--- src/rtl/hazard_ctrl.sv ---
// hazard_ctrl: decode-stage scoreboard interlock with branch flush and stall counter; HAZARD_WB_BYPASS_EN lets a same-cycle writeback clear a hazard
module hazard_ctrl #(
  parameter int FLUSH_CYCLES = 2,
  parameter int CNT_W = 16
) (
  input  logic             clk,
  input  logic             rst,
  input  logic             id_valid,
  input  logic [6:0]       Op,
  input  logic [4:0]       Ra,
  input  logic [4:0]       Rb,
  input  logic [4:0]       Rd,
  input  logic             wb_valid,
  input  logic [4:0]       wb_rd,
  input  logic             br_taken,
  output logic             stall,
  output logic             flush,
  output logic             issue,
  output logic [31:0]      busy,
  output logic [CNT_W-1:0] stall_cnt
);
  typedef enum logic [1:0] {RUN, STALL, FLUSH} state_t;
  state_t state, state_n;
  logic [2:0] fcnt;
  logic ra_used, rb_used, rd_wr, hazard;
  logic [31:0] busy_eff, set_m, clr_m;
  // operand usage decode and hazard detection against the effective scoreboard
  always_comb begin
    ra_used = !(Op == 7'b0110111 || Op == 7'b0010111 || Op == 7'b1101111);
    rb_used = Op == 7'b0110011 || Op == 7'b0100011 || Op == 7'b1100011;
    rd_wr = !(Op == 7'b0100011 || Op == 7'b1100011);
`ifdef HAZARD_WB_BYPASS_EN
    busy_eff = wb_valid ? busy & ~(32'd1 << wb_rd) : busy;
`else
    busy_eff = busy;
`endif
    hazard = (ra_used && busy_eff[Ra]) || (rb_used && busy_eff[Rb]) ||
             (rd_wr && Rd != 5'd0 && busy_eff[Rd]);
    set_m = (issue && rd_wr && Rd != 5'd0) ? 32'd1 << Rd : 32'd0;
    clr_m = (wb_valid && wb_rd != 5'd0) ? 32'd1 << wb_rd : 32'd0;
  end
  // next state and zero-latency pipeline controls; branch outranks everything but reset
  always_comb begin
    stall = 1'b0;
    flush = 1'b0;
    issue = 1'b0;
    state_n = RUN;
    if (rst) state_n = RUN;
    else if (br_taken) begin
      flush = 1'b1;
      state_n = FLUSH;
    end else if (state == FLUSH) begin
      flush = 1'b1;
      state_n = fcnt <= 3'd1 ? RUN : FLUSH;
    end else if (id_valid) begin
      stall = hazard;
      issue = !hazard;
      state_n = hazard ? STALL : RUN;
    end
  end
  // state, flush countdown, scoreboard (set beats clear, x0 never busy) and saturating stall count
  always_ff @(posedge clk) begin
    if (rst) begin
      state <= RUN;
      fcnt <= 3'd0;
      busy <= 32'd0;
      stall_cnt <= '0;
    end else begin
      state <= state_n;
      fcnt <= br_taken ? 3'(FLUSH_CYCLES) : state == FLUSH ? fcnt - 3'd1 : fcnt;
      busy <= ((busy & ~clr_m) | set_m) & ~32'd1;
      if (stall && !(&stall_cnt)) stall_cnt <= stall_cnt + 1'b1;
    end
  end
endmodule

--- config.mk ---
export PLATFORM = sky130hd
export DESIGN_NAME = hazard_ctrl
export DESIGN_NICKNAME = d
export VERILOG_FILES = /design/src/rtl/hazard_ctrl.sv
export SDC_FILE = /design/constraint.sdc
export NUM_CORES = 1
export LEC_CHECK = 0
export ABC_CLOCK_PERIOD_IN_PS = 2800
export CORE_MARGIN = 1.5
export CORE_UTILIZATION = 45
export CTS_CLUSTER_DIAMETER = 150
export DETAILED_ROUTE_END_ITERATION = 16
export PLACE_DENSITY_LB_ADDON = 0.15
export SYNTH_ARGS = -nofsm -noshare
export SYNTH_HDL_FRONTEND = slang
export SYNTH_SLANG_ARGS = --single-unit
export TNS_END_PERCENT = 1
--- constraint.sdc ---
create_clock -name clk -period 2.8 [get_ports clk]
set_clock_uncertainty 0.15 [all_clocks]
set_input_delay 0.28 -clock clk [delete_from_list [all_inputs] [get_ports clk]]
set_output_delay 0.28 -clock clk [all_outputs]
set_load 0.02 [all_outputs]
==> summary by stage, run 1 <==
Status
The flow ran to the end, and the final reports show no timing, DRC or antenna violations.

Drt
The total wirelength of the detailed-routed design is roughly 11,000 microns. The average routed wire per standard cell is between 15 and 20 microns. After detailed routing, the number of vias per cell comes to between 6 and 7. The number of vias in the routed layout is approximately 3,600. The first detailed-routing pass took 5 iterations. The first-iteration detailed-routing DRC count is roughly 350. Once detail routing completed, the nets flagged for antenna violations numbered 0.

For this run, design rule violations remaining after detail routing come to 0.

Cells and area
After the last flow step, the layout net total stands at around 540. After the flow finishes, the layout carries non-filler instances totaling ~600. Cells with a size suffix above 1 make up 25.54% of the layout. 0 antenna diodes ended up in the layout. The synthesis-to-finish area growth is 49.27%.

Fill cells in the final layout number around 560.

Clock tree
Counting every sink on the clock net gives between 50 and 60. The clock passes through at most 2 buffers. TritonCTS built the clock tree. The root buffer cell chosen for the clock tree is sky130_fd_sc_hd__clkbuf_8. At the later pin of the worst-skew pair, clock insertion delay measures between 0.3 and 0.4 ns. The clock-pin transition on the worst setup and hold timing paths is roughly 0.1 ns. The total CTS buffers is 5. The clock tree synthesis step divided the H-tree into 2 levels.

Placed design
Timing analysis after detailed placement gives a worst setup slack of -0.8303 ns. The weighted congestion reported at the end of routability-driven placement is 0.9578. Port buffering added slightly above 80 buffers. Counting tap cells, the placed design contains a total of 589 instances.

The HPWL after detailed placement is around 8400 microns.

STA
The worst max-slew margin expressed relative to the limit is 62.18%. The worst path uses a little over nine tenths of the clock period. Setup violations remaining at the end of the flow were counted as 0. The minimum setup slack in the final design is between 0.03 and 0.04 ns. The count of final hold-check violations came to 0. The slew at the pin with the worst max-slew slack is about 0.56 ns.

The minimum clock period is between 2 and 3 ns. The maximum clock rate is ~360 MHz. The count of pins over their slew limit came to 0. Setup repair after global routing could not meet its margin everywhere.

Yosys
Summing every instance area after synthesis gives ~0.0033 sq mm. The count of yosys warnings during synthesis is 0. The number of synthesized flops with an enable pin is 0. The predominant post-synthesis flop cell is sky130_fd_sc_hd__dfxtp_1. The synthesized area per cell is just under 9 sq um. By area the synthesized netlist is led by sky130_fd_sc_hd__dfxtp_1, sky130_fd_sc_hd__mux4_2, sky130_fd_sc_hd__nand3_1. By count the netlist is led by sky130_fd_sc_hd__dfxtp_1, sky130_fd_sc_hd__nand2_1, sky130_fd_sc_hd__nand3_1, sky130_fd_sc_hd__o21ai_0, sky130_fd_sc_hd__nor2_1. The cell count after synthesis is approximately 370.

The synthesized design contains between 50 and 60 register bits. The distinct cell type count after synthesis is 54. Summed over all instances, the cell type with the most area after synthesis is sky130_fd_sc_hd__dfxtp_1.

The share of the Yosys chip area taken by registers is a little under a third. In the post-synthesis netlist, the cell with the most instances is sky130_fd_sc_hd__dfxtp_1. Counting flops with an async set or reset pin after synthesis yields a share of 0%. The net count after synthesis is 400. Summed over its instances, the top area cell type makes up between 30% and 40% of the synthesized netlist area.

Floorplan
The die outline area is a little under 0.008 sq mm. a little over 80 I/O pins were placed. Once the floorplan was initialized, standard cells occupied 47.14% of the core. After floorplanning, the core was divided into 30 placement rows. In this run the horizontal extent of the chip is slightly below 90 microns. The core region is a little under 0.007 sq mm. The die is a little under 90 microns tall.

Setup path
The capturing element type of the critical path is a flip-flop. The data arrival time of the critical path is between 2 and 3 ns. STA puts the critical path data required time at around 2.9 ns. The worst register-to-register path has a setup slack of between 0.03 and 0.04 ns. The maximum fanout along the worst path is 9. The worst setup path is launched from an input port. The type of the worst setup path is in -> reg.

GRT
The maximum number of pins on one net before global-route repair is 36. For this run the aggregate overflow at the end of global routing stands at 0. The initial antenna violation count was 0. The number of global-route vias before repair is 3,416.

The first global-routing pass estimated roughly 17,000 microns of wire. The aggregate global-route resource usage is between 20 and 30%.

Pwr
The static leakage is between 1.5 and 2 nW. The worst-case IR drop observed on VDD is 222.5 uV. Power comes to roughly 1.5 mW. The power density normalized to cell area is around 300 mW/mm^2.

Min path
The worst hold path belongs to the class reg -> reg.

Run
The max-cap check violation count is 0.
[per-stage QoR]
step                       TNS [ns]  hold WS (ns)  util (%)  instance area (sq um)
after detailed placement     -24.18        0.3366     66.43                   4588
final                             0        0.3613     70.36                   4860
after floorplan            -0.05453        0.2066         -                   3264
after global placement       -21.62        0.3238     66.43                   4588
after CTS                 -0.004212        0.3563     69.47                   4798
after global routing        -0.4517        0.3762     70.36                   4860
[cells by family after synthesis]
group,after synthesis,share of synthesized area (%)
compound gates,91,18.95
fa+ha+maj,2,0.7685
other cells,1,0.1152
simple gates,149,24.29
flops,52,31.98
buf+inv,30,4.458
xor+xnor,2,0.5381
mux,39,18.91
[path summary, 6_finish.rpt]
| path | endpoint | from | depth (start not counted) |
|---|---|---|---|
| worst max-delay path | stall_cnt[6]$_SDFFE_PP0P_ | Ra[1] | 12 |
| worst min register to register | state[1]$_SDFF_PP0_ | fcnt[2]$_SDFFE_PP0P_ | 1 |
| worst min-delay path | state[1]$_SDFF_PP0_ | fcnt[2]$_SDFFE_PP0P_ | 1 |
| worst max register to register | stall_cnt[6]$_SDFFE_PP0P_ | busy[10]$_SDFF_PP0_ | 10 |
[repair_timing]
action                                  in CTS  in global routing
gates resized for setup                     37                 22
gates cloned                                 1                  0
endpoints found under the setup margin      50                 16
pin swaps                                    4                  4
hold buffers                                 0                  0
setup buffers                                1                  2
[critical path, cell delays in order]
cell and delay, ns:
sky130_fd_sc_hd__clkdlybuf4s15_2 0.25, sky130_fd_sc_hd__buf_4 0.17, sky130_fd_sc_hd__mux2i_1 0.12, sky130_fd_sc_hd__mux4_2 0.46
sky130_fd_sc_hd__mux2_2 0.30, sky130_fd_sc_hd__a211oi_4 0.34, sky130_fd_sc_hd__o31ai_4 0.12, sky130_fd_sc_hd__buf_6 0.16
sky130_fd_sc_hd__buf_4 0.13, sky130_fd_sc_hd__buf_4 0.13, sky130_fd_sc_hd__o31ai_2 0.25, sky130_fd_sc_hd__a21oi_1 0.10
[state kept, by name (all words and copies together), names as in the netlist]
register   cells
fcnt           3
stall_cnt     16
busy          31
state          2
[layer usage]
metal | vias to the layer above | wire (microns) | global-route usage (%) | share of wire (%)
met1 | 1725 | 5093 | 41.55 | 45
met2 | 175 | 5158 | 46.77 | 45
met3 | 28 | 836 | 4.430 | 7.4
met4 | 0 | 255 | 8.665 | 2.2
met5 | - | 0 | 0 | 0
li1 | 1692 | - | - | -
[report_power, final]
| part | leakage, nW | internal, mW | switching [mW] |
|---|---|---|---|
| sequential | 0.424 | 0.742 | 0.00509 |
| clock | 0.0516 | 0.203 | 0.261 |
| combinational | 1.27 | 0.124 | 0.134 |
| total | 1.74 | 1.07 | 0.400 |
[area by class of cell]
| class | count | area [sq um] | area share, % |
|---|---|---|---|
| inverter | 10 | 37.54 | 0.7724 |
| clock buffer | 6 | 82.58 | 1.699 |
| sequential | 52 | 1055 | 21.70 |
| tap | 96 | 120.1 | 2.472 |
| multi-input combinational | 284 | 2203 | 45.34 |
| clock inverter | 2 | 13.76 | 0.2832 |
| timing repair buffer | 151 | 1348 | 27.73 |
[cells in the final DEF, fill, tap and decap left out, types with 3 or more instances in the layout]
master                            count
sky130_fd_sc_hd__o211ai_1            16
sky130_fd_sc_hd__o41ai_1              4
sky130_fd_sc_hd__dfxtp_2              5
sky130_fd_sc_hd__or3_1                3
sky130_fd_sc_hd__nand2b_1             4
sky130_fd_sc_hd__mux2_2               6
sky130_fd_sc_hd__nand2_1             36
sky130_fd_sc_hd__nand3b_1             5
sky130_fd_sc_hd__buf_4               66
sky130_fd_sc_hd__a22oi_1              3
sky130_fd_sc_hd__mux2i_1             15
sky130_fd_sc_hd__nand3_1             34
sky130_fd_sc_hd__nor4_4               3
sky130_fd_sc_hd__or4_1                7
sky130_fd_sc_hd__a21oi_1             11
sky130_fd_sc_hd__dfxtp_1             45
sky130_fd_sc_hd__nor2b_1             10
sky130_fd_sc_hd__mux4_2              16
sky130_fd_sc_hd__inv_1                8
sky130_fd_sc_hd__nor3_1               6
sky130_fd_sc_hd__clkbuf_8             6
sky130_fd_sc_hd__clkdlybuf4s50_1     69
sky130_fd_sc_hd__dlygate4sd2_1        6
sky130_fd_sc_hd__buf_6                6
sky130_fd_sc_hd__nand4b_1             3
sky130_fd_sc_hd__nand4_1              6
sky130_fd_sc_hd__o31ai_1              6
sky130_fd_sc_hd__o21ai_0             33
sky130_fd_sc_hd__nor3b_1              4
sky130_fd_sc_hd__nor2_1              18
Note: power is estimated with default switching activity, not from simulation.
==> run 2, diff against run 1 <==
Settings changed: CTS_CLUSTER_SIZE from default to 16.
==> results of run 2 <==
Final layout, timing and power as in run 1 (identical DEF).
==> run 3, diff against run 2 <==
Settings changed: SLEW_MARGIN from default to 20.
==> results of run 3 <==
Final layout, timing and power as in run 1 (identical DEF).
